--- src/rtl/nexys4ddr_reset_request.sv ---
// Board-level reset request generator: merges button, software, watchdog and MMCM lock-loss
// causes into a held areset, sequenced against the downstream reset acknowledge and MMCM lock.
module nexys4ddr_reset_request #(
    parameter int DEBOUNCE_BITS = 16,
    parameter int HOLD_CYCLES   = 64,
    parameter int WDT_BITS      = 24,
    parameter int ACK_BITS      = 12
) (
    input  logic       clock,
    input  logic       reset,
    input  logic       btn_n,
    input  logic       sw_req,
    input  logic       wdt_en,
    input  logic       wdt_kick,
    input  logic       mmcm_locked,
    input  logic       reset_ack,
    input  logic       cause_clr,
    output logic       areset,
    output logic       busy,
    output logic [4:0] cause
);

    localparam int HOLD_W = (HOLD_CYCLES > 1) ? $clog2(HOLD_CYCLES) : 1;
    localparam logic [HOLD_W-1:0]   HOLD_LAST = HOLD_W'(HOLD_CYCLES - 1);
    // Last ack counter value before it would reach 2^ACK_BITS-1.
    localparam logic [ACK_BITS-1:0] ACK_LAST  = {{(ACK_BITS-1){1'b1}}, 1'b0};

    typedef enum logic [1:0] {
        IDLE      = 2'd0,
        ASSERT    = 2'd1,
        WAIT_ACK  = 2'd2,
        WAIT_LOCK = 2'd3
    } state_t;

    state_t state_q, state_d;

    logic [1:0]               btn_sync_q;
    logic [1:0]               lock_sync_q;
    logic [1:0]               ack_sync_q;
    logic                     prev_locked_q;
    logic [DEBOUNCE_BITS-1:0] db_cnt_q;
    logic                     pressed_q;
    logic [WDT_BITS-1:0]      wdt_cnt_q;
    logic [HOLD_W-1:0]        hold_cnt_q;
    logic [ACK_BITS-1:0]      ack_cnt_q;
    logic [4:0]               cause_q, cause_d;
    logic                     areset_q;
    logic                     busy_q;

    logic       btn_pressed_s;
    logic       locked_s;
    logic       ack_s;
    logic       lock_loss;
    logic       wdt_hit;
    logic [3:0] trig_raw;
    logic [3:0] trig;
    logic       ack_timeout;

    assign btn_pressed_s = ~btn_sync_q[1];
    assign locked_s      = lock_sync_q[1];
    assign ack_s         = ack_sync_q[1];
    assign lock_loss     = prev_locked_q & ~locked_s;
    // A kick in the terminal-count cycle suppresses the timeout.
    assign wdt_hit       = wdt_en & ~wdt_kick & (wdt_cnt_q == {WDT_BITS{1'b1}});
    assign trig_raw      = {lock_loss, wdt_hit, sw_req, pressed_q};

    // NOTE: every signal assigned here gets a default first, so no path leaves one unassigned and no latch is inferred.
    always_comb begin
        state_d     = state_q;
        trig        = 4'b0000;
        ack_timeout = 1'b0;
        case (state_q)
            IDLE: begin
                if (|trig_raw) begin
                    state_d = ASSERT;
                    trig    = trig_raw;
                end
            end
            ASSERT: begin
                if (hold_cnt_q == HOLD_LAST) state_d = WAIT_ACK;
            end
            WAIT_ACK: begin
                if (ack_s) begin
                    state_d = WAIT_LOCK;
                end else if (ack_cnt_q == ACK_LAST) begin
                    ack_timeout = 1'b1;
                    state_d     = WAIT_LOCK;
                end
            end
            WAIT_LOCK: begin
                if (locked_s && !pressed_q) state_d = IDLE;
            end
            default: state_d = ASSERT;
        endcase
        // Clear first, then OR in new causes so a same-cycle set survives the clear.
        cause_d = (cause_clr ? 5'b00000 : cause_q) | {ack_timeout, trig};
    end

    // NOTE: all sequential state uses non-blocking assignments so every flop samples pre-edge values.
    always_ff @(posedge clock) begin
        if (reset) begin
            btn_sync_q    <= 2'b11;
            lock_sync_q   <= 2'b00;
            ack_sync_q    <= 2'b00;
            prev_locked_q <= 1'b0;
        end else begin
            btn_sync_q    <= {btn_sync_q[0], btn_n};
            lock_sync_q   <= {lock_sync_q[0], mmcm_locked};
            ack_sync_q    <= {ack_sync_q[0], reset_ack};
            prev_locked_q <= locked_s;
        end
    end

    // Debounce runs in every state; the counter only advances while the input disagrees.
    always_ff @(posedge clock) begin
        if (reset) begin
            db_cnt_q  <= '0;
            pressed_q <= 1'b0;
        end else if (btn_pressed_s != pressed_q) begin
            if (db_cnt_q == {DEBOUNCE_BITS{1'b1}}) begin
                pressed_q <= btn_pressed_s;
                db_cnt_q  <= '0;
            end else begin
                db_cnt_q <= db_cnt_q + 1'b1;
            end
        end else begin
            db_cnt_q <= '0;
        end
    end

    always_ff @(posedge clock) begin
        if (reset) begin
            wdt_cnt_q <= '0;
        end else if (state_q != IDLE || state_d != IDLE || !wdt_en || wdt_kick) begin
            wdt_cnt_q <= '0;
        end else if (wdt_cnt_q != {WDT_BITS{1'b1}}) begin
            wdt_cnt_q <= wdt_cnt_q + 1'b1;
        end
    end

    always_ff @(posedge clock) begin
        if (reset) begin
            state_q    <= ASSERT;
            hold_cnt_q <= '0;
            ack_cnt_q  <= '0;
            cause_q    <= 5'b00000;
            areset_q   <= 1'b1;
            busy_q     <= 1'b1;
        end else begin
            state_q    <= state_d;
            hold_cnt_q <= (state_q == ASSERT && state_d == ASSERT) ? hold_cnt_q + 1'b1 : '0;
            ack_cnt_q  <= (state_q == WAIT_ACK && state_d == WAIT_ACK) ? ack_cnt_q + 1'b1 : '0;
            cause_q    <= cause_d;
            areset_q   <= (state_d != IDLE);
            busy_q     <= (state_d != IDLE);
        end
    end

    assign areset = areset_q;
    assign busy   = busy_q;
    assign cause  = cause_q;

endmodule

--- config.mk ---
export PLATFORM = sky130hd
export DESIGN_NAME = nexys4ddr_reset_request
export DESIGN_NICKNAME = d
export VERILOG_FILES = /design/src/rtl/nexys4ddr_reset_request.sv
export SDC_FILE = /design/constraint.sdc
export NUM_CORES = 1
export LEC_CHECK = 0
export ABC_AREA = 0
export CAP_MARGIN = 20
export CORE_UTILIZATION = 33
export DETAILED_ROUTE_END_ITERATION = 8
export PLACE_DENSITY = 0.45
export SLEW_MARGIN = 20
export SYNTH_ARGS = -nofsm -noshare
export SYNTH_HDL_FRONTEND = slang
export SYNTH_SLANG_ARGS = --single-unit
--- constraint.sdc ---
create_clock -name clock -period 2.1 [get_ports clock]
set_input_delay 0.315 -clock clock [delete_from_list [all_inputs] [get_ports clock]]
set_output_delay 0.315 -clock clock [all_outputs]
set_load 0.02 [all_outputs]
# ---- Word level (Yosys, flattened, before mapping)
# Index checks and enable logic that the tools add are counted.
# W data, S select, Z words.
dict set report op_classes {
  eq_ne 11
  n_reduce_logical 17
  addsub 4
  bitwise 10
  mux 12
}
# cell count
set ops {}
lappend ops {{$add A24 B1 Y24 const B} 1}
lappend ops {{$eq A24 B24 Y1 const B} 1}
lappend ops {{$ne A24 B24 Y1 const B} 1}
lappend ops {{$add A16 B1 Y16 const B} 1}
lappend ops {{$eq A16 B16 Y1 const B} 1}
lappend ops {{$add A12 B1 Y12 const B} 1}
lappend ops {{$eq A12 B12 Y1 const B} 1}
lappend ops {{$mux W2} 5}
lappend ops {{$mux W4} 2}
lappend ops {{$pmux W2 S4} 1}
lappend ops {{$add A6 B1 Y6 const B} 1}
lappend ops {{$eq A2 B2 Y1 const B} 3}
lappend ops {{$eq A6 B6 Y1 const B} 1}
lappend ops {{$not A1 Y1} 6}
lappend ops {{$reduce_or A2 Y1} 3}
lappend ops {{$mux W5} 1}
lappend ops {{$or A5 B5 Y5} 1}
lappend ops {{$eq A2 B1 Y1 const B} 2}
lappend ops {{$reduce_bool A2 Y1} 2}
lappend ops {{$reduce_or A4 Y1} 1}
lappend ops {{$and A1 B1 Y1} 3}
lappend ops {{$logic_and A1 B1 Y1} 3}
lappend ops {{$logic_or A1 B1 Y1} 3}
lappend ops {{$mux W1} 3}
lappend ops {{5 further kinds} 6}
dict set report word_totals {
  in_bits 9
  elab_cells 66
  out_inout_bits 7
  register_bits 74
}

# ---- Logic depth before layout (Yosys ltp)
# Gate-level depths: netlist of the first run.
dict set report depth {
  depth_word 11
  depth_mapped 7
  depth_no_buf 6
}

# ---- Least setup slack after synthesis of the first run
# Ideal clock, no wire load.
dict set report synth_path {
  path_type {flip-flop to flip-flop}
  start {reg hold_cnt_q[0]}
  end {reg hold_cnt_q[2]}
  path_slack_ps 447
  stages_incl_launch_ff 7
  synth_period_minus_slack_ps 1653
  t_arrival_ps 1588
  path_cell_list {dfxtp_1 -> ha_1 -> and3_1 -> and3_1 -> or4b_1 -> clkbuf_1 -> nor2_1}
}
dict set report synth_between {
  elab_chain_cells 7
  word_cells_on_any_way 8
  classes_between {1 x add/sub; 2 x eq/ne; 2 x mux; 1 x bitwise; 2 x reduce/logical}
}
# item line
set synth_lines {}
lappend synth_lines {{start, declared} 44} ;# logic [HOLD_W-1:0] hold_cnt_q;
lappend synth_lines {{start signal, assigned} 151} ;# hold_cnt_q <= (state_q == ASSERT && state_d == ASSERT) ? hold_cnt_q + 1'b1 : '0;
lappend synth_lines {{$eq A6 B6 Y1} 80} ;# if (hold_cnt_q == HOLD_LAST) state_d = WAIT_ACK;
lappend synth_lines {{$mux W2} 80}
lappend synth_lines {{$pmux W2 S4} 72} ;# case (state_q)
lappend synth_lines {{$eq A2 B1 Y1} 151}
lappend synth_lines {{$logic_and A1 B1 Y1} 151}
lappend synth_lines {{$not A1 Y1 (no line)} -}
lappend synth_lines {{$reduce_or A2 Y1 (no line)} -}
# Several ways; a longest one is shown, not always the timed one.
# A chain may end at the register's enable or synchronous reset.

# ---- Worst setup path after layout of the first run
dict set report layout_path {
  start {reg hold_cnt_q[0]}
  end {reg hold_cnt_q[4]}
}
# Same word-level chain as after synthesis.

==> results.md, run 1 <==
- Run status: completed
- First-pass iteration count of the detailed router: 4
- Post-cts sizing count: 0
- First-pass GRT wire length: 10900 um
- CTS sink count: 74
- Reg clk slew, reported paths: approximately 0.07 ns
- Largest family of logic cells by synthesized area: simple AND/OR/NAND/NOR gates
- Yosys reg bits: 74
- H-Tree Depth: 3
- Post-synthesis sequential area ratio: between 40% and 50%
- Crit Reg-Reg Startpoint: hold_cnt_q[0]
- Nets@finish: 387
- Finished Cell Area: 3660 um^2
- Post-CTS Setup Bufs: 0
- Worst R2R Path Depth: 5
- Final GP Congestion: 0.740
- CTS tree: built
- Nature of the critical path startpoint: flip-flop
- Data required, critical path: 2.38 ns
- Synth Cell Area: 3180 um^2
- Post-DRT Antenna Nets: 0
- Dominant cell type by area after synthesis: dfxtp_1
- HP Class: reg -> reg
- Yosys top cell area share: between 40% and 50%
- WL final: 6160 um
- Post-CTS Hold Buffers: 0
- Crit-path max FO: 6
- Core Util, Final: between 30 and 40%
- Post-synth top cells: dfxtp_1, nor2_1, xnor2_1, nand3_1, nand2_1
- DIE WIDTH: 100 um
- Worst EP arrival: 2.05 ns
- Cell variety after synth: 46
- Layout cell share with drive strength beyond 1: 8.73%
- Largest net degree at the start of global routing: 15
- Worst VDD drop: 253 uV
- Gr ovfl total: 0
- Worst-margin pin slew: 0.433 ns
- Dpl ws: about 0.13 ns
- Setup CP Type: reg -> reg
- Final Cycle Share: 84.3%
- Cells after Synth: between 300 and 400
- I/O Buffers: 15
- Final worst setup slack: 0.330 ns
- Total CTS buffers: 9
- Tmin final: around 1.8 ns
- Synth-to-Final Area Change: 15.1%
- Synth Area in Compound Gates: between 7 and 8%
- Core Rows: 35
- Syn. warnings: 0
- Ys async rst share: 0%
- IO Pins: 16
- Root Driver: clkbuf_8
- Worst setup startpoint: hold_cnt_q[0]
- Power after layout: around 2.5 mW
- Initial core utilization: approximately 34%
- Hold path depth: 1
- EDFF count, synth: 0
- Hold wc startpoint: btn_sync_q[0]
- Final Hold Vio Count: 0
- Drc violations: 0
- Net Count, Synth: 368
- Worst slew margin: 70.7%
- Main area contributors after synthesis: dfxtp_1, nor2_1, xnor2_1, xor2_1, nand3_1
- Post-Route Setup TNS: 0 ns
- RSZ-0062 raised after global routing: false
- Vias: 2448
- Final HPWL DP: 4390 um
- Antenna violations before repair: 0
- Post-synthesis mux area share: 0%
- FMAX: 0.565 GHz
- Skew-Pair Late Insertion Delay: 0.35 ns
- Max Cap Viol: 0
- Die area: 10000 um^2
- # diodes: 0
- Final Slew Violations: 0
- Synth Area per Inst: between 8 and 9 um^2
- Vias in the first global route: 2362
- Final setup viols: 0
- Wirelength per Cell: 12.1 um
- Die Ht: between 100 and 150 um
- Adder-Cell Fraction of Synth Area: 1.97%
- DR iter-0 viols: 79
- Pwr/cell area: 687 nW/um^2
- Post-Synth XOR/XNOR Area: between 10% and 20%
- Synth Area in Simple Gates: a little over 30%
- CTS Buffer Depth: 2
- Dpl cell area: 3470 um^2
- Total GRT Usage: 13.8%
- Top FF cell, synth: dfxtp_1
- Leak pwr: 1.15 nW
- Most frequent cell after synthesis: dfxtp_1
- CORE AREA: between 9000 and 10000 um^2
- Setup crit end kind: flip-flop
- Skew final: 0.0143 ns
- Vias per cell: 4.83
-- per-layer routing --
layer	GRT usage [%]	part of all wire, %	vias up	wire [um]
met5	0	0	-	0
met2	22.4	46	17	2830
met3	2.79	2.3	9	143
met4	6.69	1.7	0	104
met1	17.4	50	1153	3080
li1	-	-	1269	-
-- critical path: stages (launching register included) --
cell	delay, ns
dfxtp_1	0.33
ha_1	0.22
and3_1	0.22
and3_1	0.20
or4b_1	0.60
nor2_1	0.14
-- state kept, by name, summed over array words and instances, names as in the netlist --
name / count
ack_cnt_q: 12
ack_sync_q: 2
btn_sync_q: 2
busy: 1
cause: 5
db_cnt_q: 16
hold_cnt_q: 6
lock_sync_q: 2
pressed_q: 1
prev_locked_q: 1
state_q: 2
wdt_cnt_q: 24
-- metrics by stage --
step | hold WS [ns] | cells
6_report | 0.417 | 507
5_1_grt | 0.431 | 507
4_1_cts | 0.415 | 507
3_5_place_dp | 0.397 | 491
3_3_place_gp | 0.397 | 491
2_1_floorplan | 0.389 | 354
-- final cells by class --
class	count	area [um^2]
fill	960	5630
multi-input combinational	259	1610
sequential	74	1480
timing repair buffer	19	180
tap	129	161
clock buffer	11	151
clock inverter	5	37.5
inverter	10	37.5
-- placed cells by master (no fill, tap or decap), types with 3 or more instances in the layout --
master	count
dfxtp_1	74
nor2_1	60
xnor2_1	22
nand3_1	20
nand2_1	19
xor2_1	17
a21oi_1	15
clkdlybuf4s50_1	15
nand4_1	13
clkbuf_8	11
inv_1	10
and3_1	9
nor2b_1	8
and4_1	7
o21ai_0	6
nor4_1	6
nor3_1	6
o31ai_1	5
or3_1	5
ha_1	5
or4_1	4
buf_4	4
nand2b_1	3
a31o_2	3
-- kinds of logic (layout without fill, tap and decap cells) --
kind of cell,Yosys count,after routing
xor gates and xnor gates,39,39
adders and majority gates,5,5
and+or+nand+nor,177,177
buffers and inverters,21,45
AOI/OAI and AO/OA,38,38
DFF,74,74
-- power by group --
group / switching, mW / internal [mW]
sequential: 0.00613 / 1.41
combinational: 0.0215 / 0.0290
clock: 0.546 / 0.498
total: 0.574 / 1.94
-- worst paths after layout --
| check | to | slack, ns |
|---|---|---|
| setup / recovery | hold_cnt_q[4] | 0.33 |
| hold / removal | btn_sync_q[1] | 0.42 |
| setup reg to reg | hold_cnt_q[4] | 0.33 |
| hold reg to reg | btn_sync_q[1] | 0.42 |
(Power assumes the default switching activity.)
==> inputs of run 2 (changes only) <==
==> constraint.sdc (replaced) <==
create_clock -name clock -period 1.65 [get_ports clock]
set_input_delay 0.2475 -clock clock [delete_from_list [all_inputs] [get_ports clock]]
set_output_delay 0.2475 -clock clock [all_outputs]
set_load 0.02 [all_outputs]
==> run 2 against run 1 <==
  * Total power grew 44%
  * Routed wire length grew 7.6%
  * Worst setup slack lost 0.28 ns
  * Sequential power grew 27%
  * Clock power grew 66%
  * Design area grew 11%
  * Global-route usage grew 1.3 points
  * Hold slack lost 0.010 ns
  * Via count grew 4.4%
  * Largest cell class unchanged
==> results.md, run 2 (synthesized netlist as in run 1, its figures left out) <==
- IO Pins: 16
- Synth-to-Final Area Change: 27.3%
- Multi-input gate area: 1630 um^2
- Crit-path max FO: 6
- Worst slew margin: 78.1%
- Antenna violations before repair: 0
- Layout cell share with drive strength beyond 1: 19.4%
- Skew final: 0.0155 ns
- Final setup viols: 0
- Final Slew Violations: 0
- Final hold slack: ~0.41 ns
- CTS sink count: 74
- FMAX: between 0.6 and 0.7 GHz
- Post-DRT Antenna Nets: 0
- Reg clk slew, reported paths: 0.08 ns
- HP Class: reg -> reg
- Data required, critical path: 1.93 ns
- Skew-Pair Late Insertion Delay: 0.35 ns
- Leak pwr: around 1.4 nW
- RSZ-0062 raised after global routing: true
- Register area: 1490 um^2
- Leading cell types in the layout, fill and taps excluded: dfxtp_1, nor2_1, buf_4, xnor2_1, nand3_1
- Post-CTS Hold Buffers: 0
- Logic pwr share: 2.1%
- Final HPWL DP: 4820 um
- Final Instance Count excl. Fillers: 546
- Post-Route Setup TNS: 0 ns
- Largest regs: wdt_cnt_q (24), db_cnt_q (16), ack_cnt_q (12)
- Wirelength per Cell: roughly 12 um
- Total GRT Usage: between 10% and 20%
- Filler instances: 987
- Net Sw Frac: 19.8%
- Clock group share of total power: between 40% and 50%
- Core Util, Final: 43.6%
- Max Used Layer: met4
- Run status: completed
- Met3 wire len: 148 um
- Vias in the first global route: between 2k and 3k
- Switching Power: 0.715 mW
- Placed cells: between 500 and 600
- DIE WIDTH: 100 um
- Die area: about 10000 um^2
- H-Tree Depth: 3
- Metal2 WL: 3210 um
- Largest net degree at the start of global routing: 15
- Final GP Congestion: 0.802
- WL final: 6620 um
- Worst-margin pin slew: 0.325 ns
- Tmin final: 1.60 ns
- DRT met1 WL: around 3200 um
- Nature of the critical path startpoint: flip-flop
- Vias per cell: 4.68
- Vias: 2555
- Worst VDD drop: roughly 470 uV
- First-pass GRT wire length: about 12000 um
- CTS Buffer Depth: 2
- Final Cycle Share: approximately 97%
- I/O Buffers: 15
- Max Cap Viol: 0
- Nets@finish: 426
- Setup crit end kind: flip-flop
- Setup CP Type: reg -> reg
- CORE AREA: approximately 9300 um^2
- Most common cell after layout, fill and taps aside: dfxtp_1
- # diodes: 0
- Final Hold Vio Count: 0
- Pwr/cell area: 892 nW/um^2
- Largest register FFs: 24
- Core Rows: 35
- Gr ovfl total: 0
- Initial core utilization: around 34%
- Die Ht: roughly 100 um
- Worst EP arrival: 1.88 ns
- Power after layout: between 3 and 4 mW
- Total CTS buffers: 9
- First-pass iteration count of the detailed router: 4
- DR iter-0 viols: 53
- Flop pwr share: 50.1%
- Drc violations: 0
- Int Pwr: 2.89 mW
- Top register by number of flip-flops: wdt_cnt_q
- CTS tree: built
- Root Driver: clkbuf_8
-- run 2: cell types whose count changed in the layout (fill, tap and decap cells not counted), moves of 2 or more --
cell,change
buf_4,+38
dfxtp_1,-4
dfxtp_2,+4
bufinv_16,+3
clkbuf_1,+2
clkinvlp_4,-2
nor2_1,-2
nor2_2,+2
-- run 2: timing repair --
item,in CTS,in global routing
buffers inserted,0,0
setup endpoints to repair,6,19
gates resized for setup,1,11
pin swaps,0,1
-- run 2: worst max-delay path, cell delays in order, from the launching register on --
cell	delay, ns
dfxtp_1	0.32
ha_1	0.20
and3_1	0.19
and3_1	0.19
or4b_4	0.54
nor2_1	0.11
-- run 2: area by class of cell --
cell class / instances / share of cell area [%]
multi-input cells: 259 / 40.3
flip-flops and latches: 74 / 36.8
repair buffers: 58 / 12.0
well taps: 129 / 3.99
clock buffers: 12 / 3.59
clock inverters: 4 / 2.44
inverters: 10 / 0.928
-- run 2: final timing paths --
path | from | to | slack (ns) | cells after the start
setup / recovery | hold_cnt_q[0] | hold_cnt_q[0] | 0.05 | 5
setup reg to reg | hold_cnt_q[0] | hold_cnt_q[0] | 0.05 | 5
hold / removal | btn_sync_q[0] | btn_sync_q[1] | 0.41 | 1
hold reg to reg | btn_sync_q[0] | btn_sync_q[1] | 0.41 | 1
-- run 2: layer usage --
layer | vias to the layer above | global-route usage [%]
li1 | 1348 | -
met1 | 1183 | 18.3
met2 | 15 | 25.5
met3 | 9 | 4.18
met4 | 0 | 5.35
met5 | - | 0
-- run 2: stage by stage --
stage,worst slack (ns),area (um^2)
floorplan,0.00915,3180
global placement,-0.164,3770
detailed placement,-0.186,3770
CTS,0.00891,4020
global route,-0.00372,4040
finish,0.0461,4040
-- run 2: power by group through the flow --
stage	clock network [mW]	logic, mW	registers, mW
after floorplan	0	0.0323	1.85
after global placement	0	0.0723	1.85
after detailed placement	0	0.0731	1.85
after CTS	1.79	0.0742	1.81
after global routing	1.86	0.0819	1.81
final	1.73	0.0741	1.81
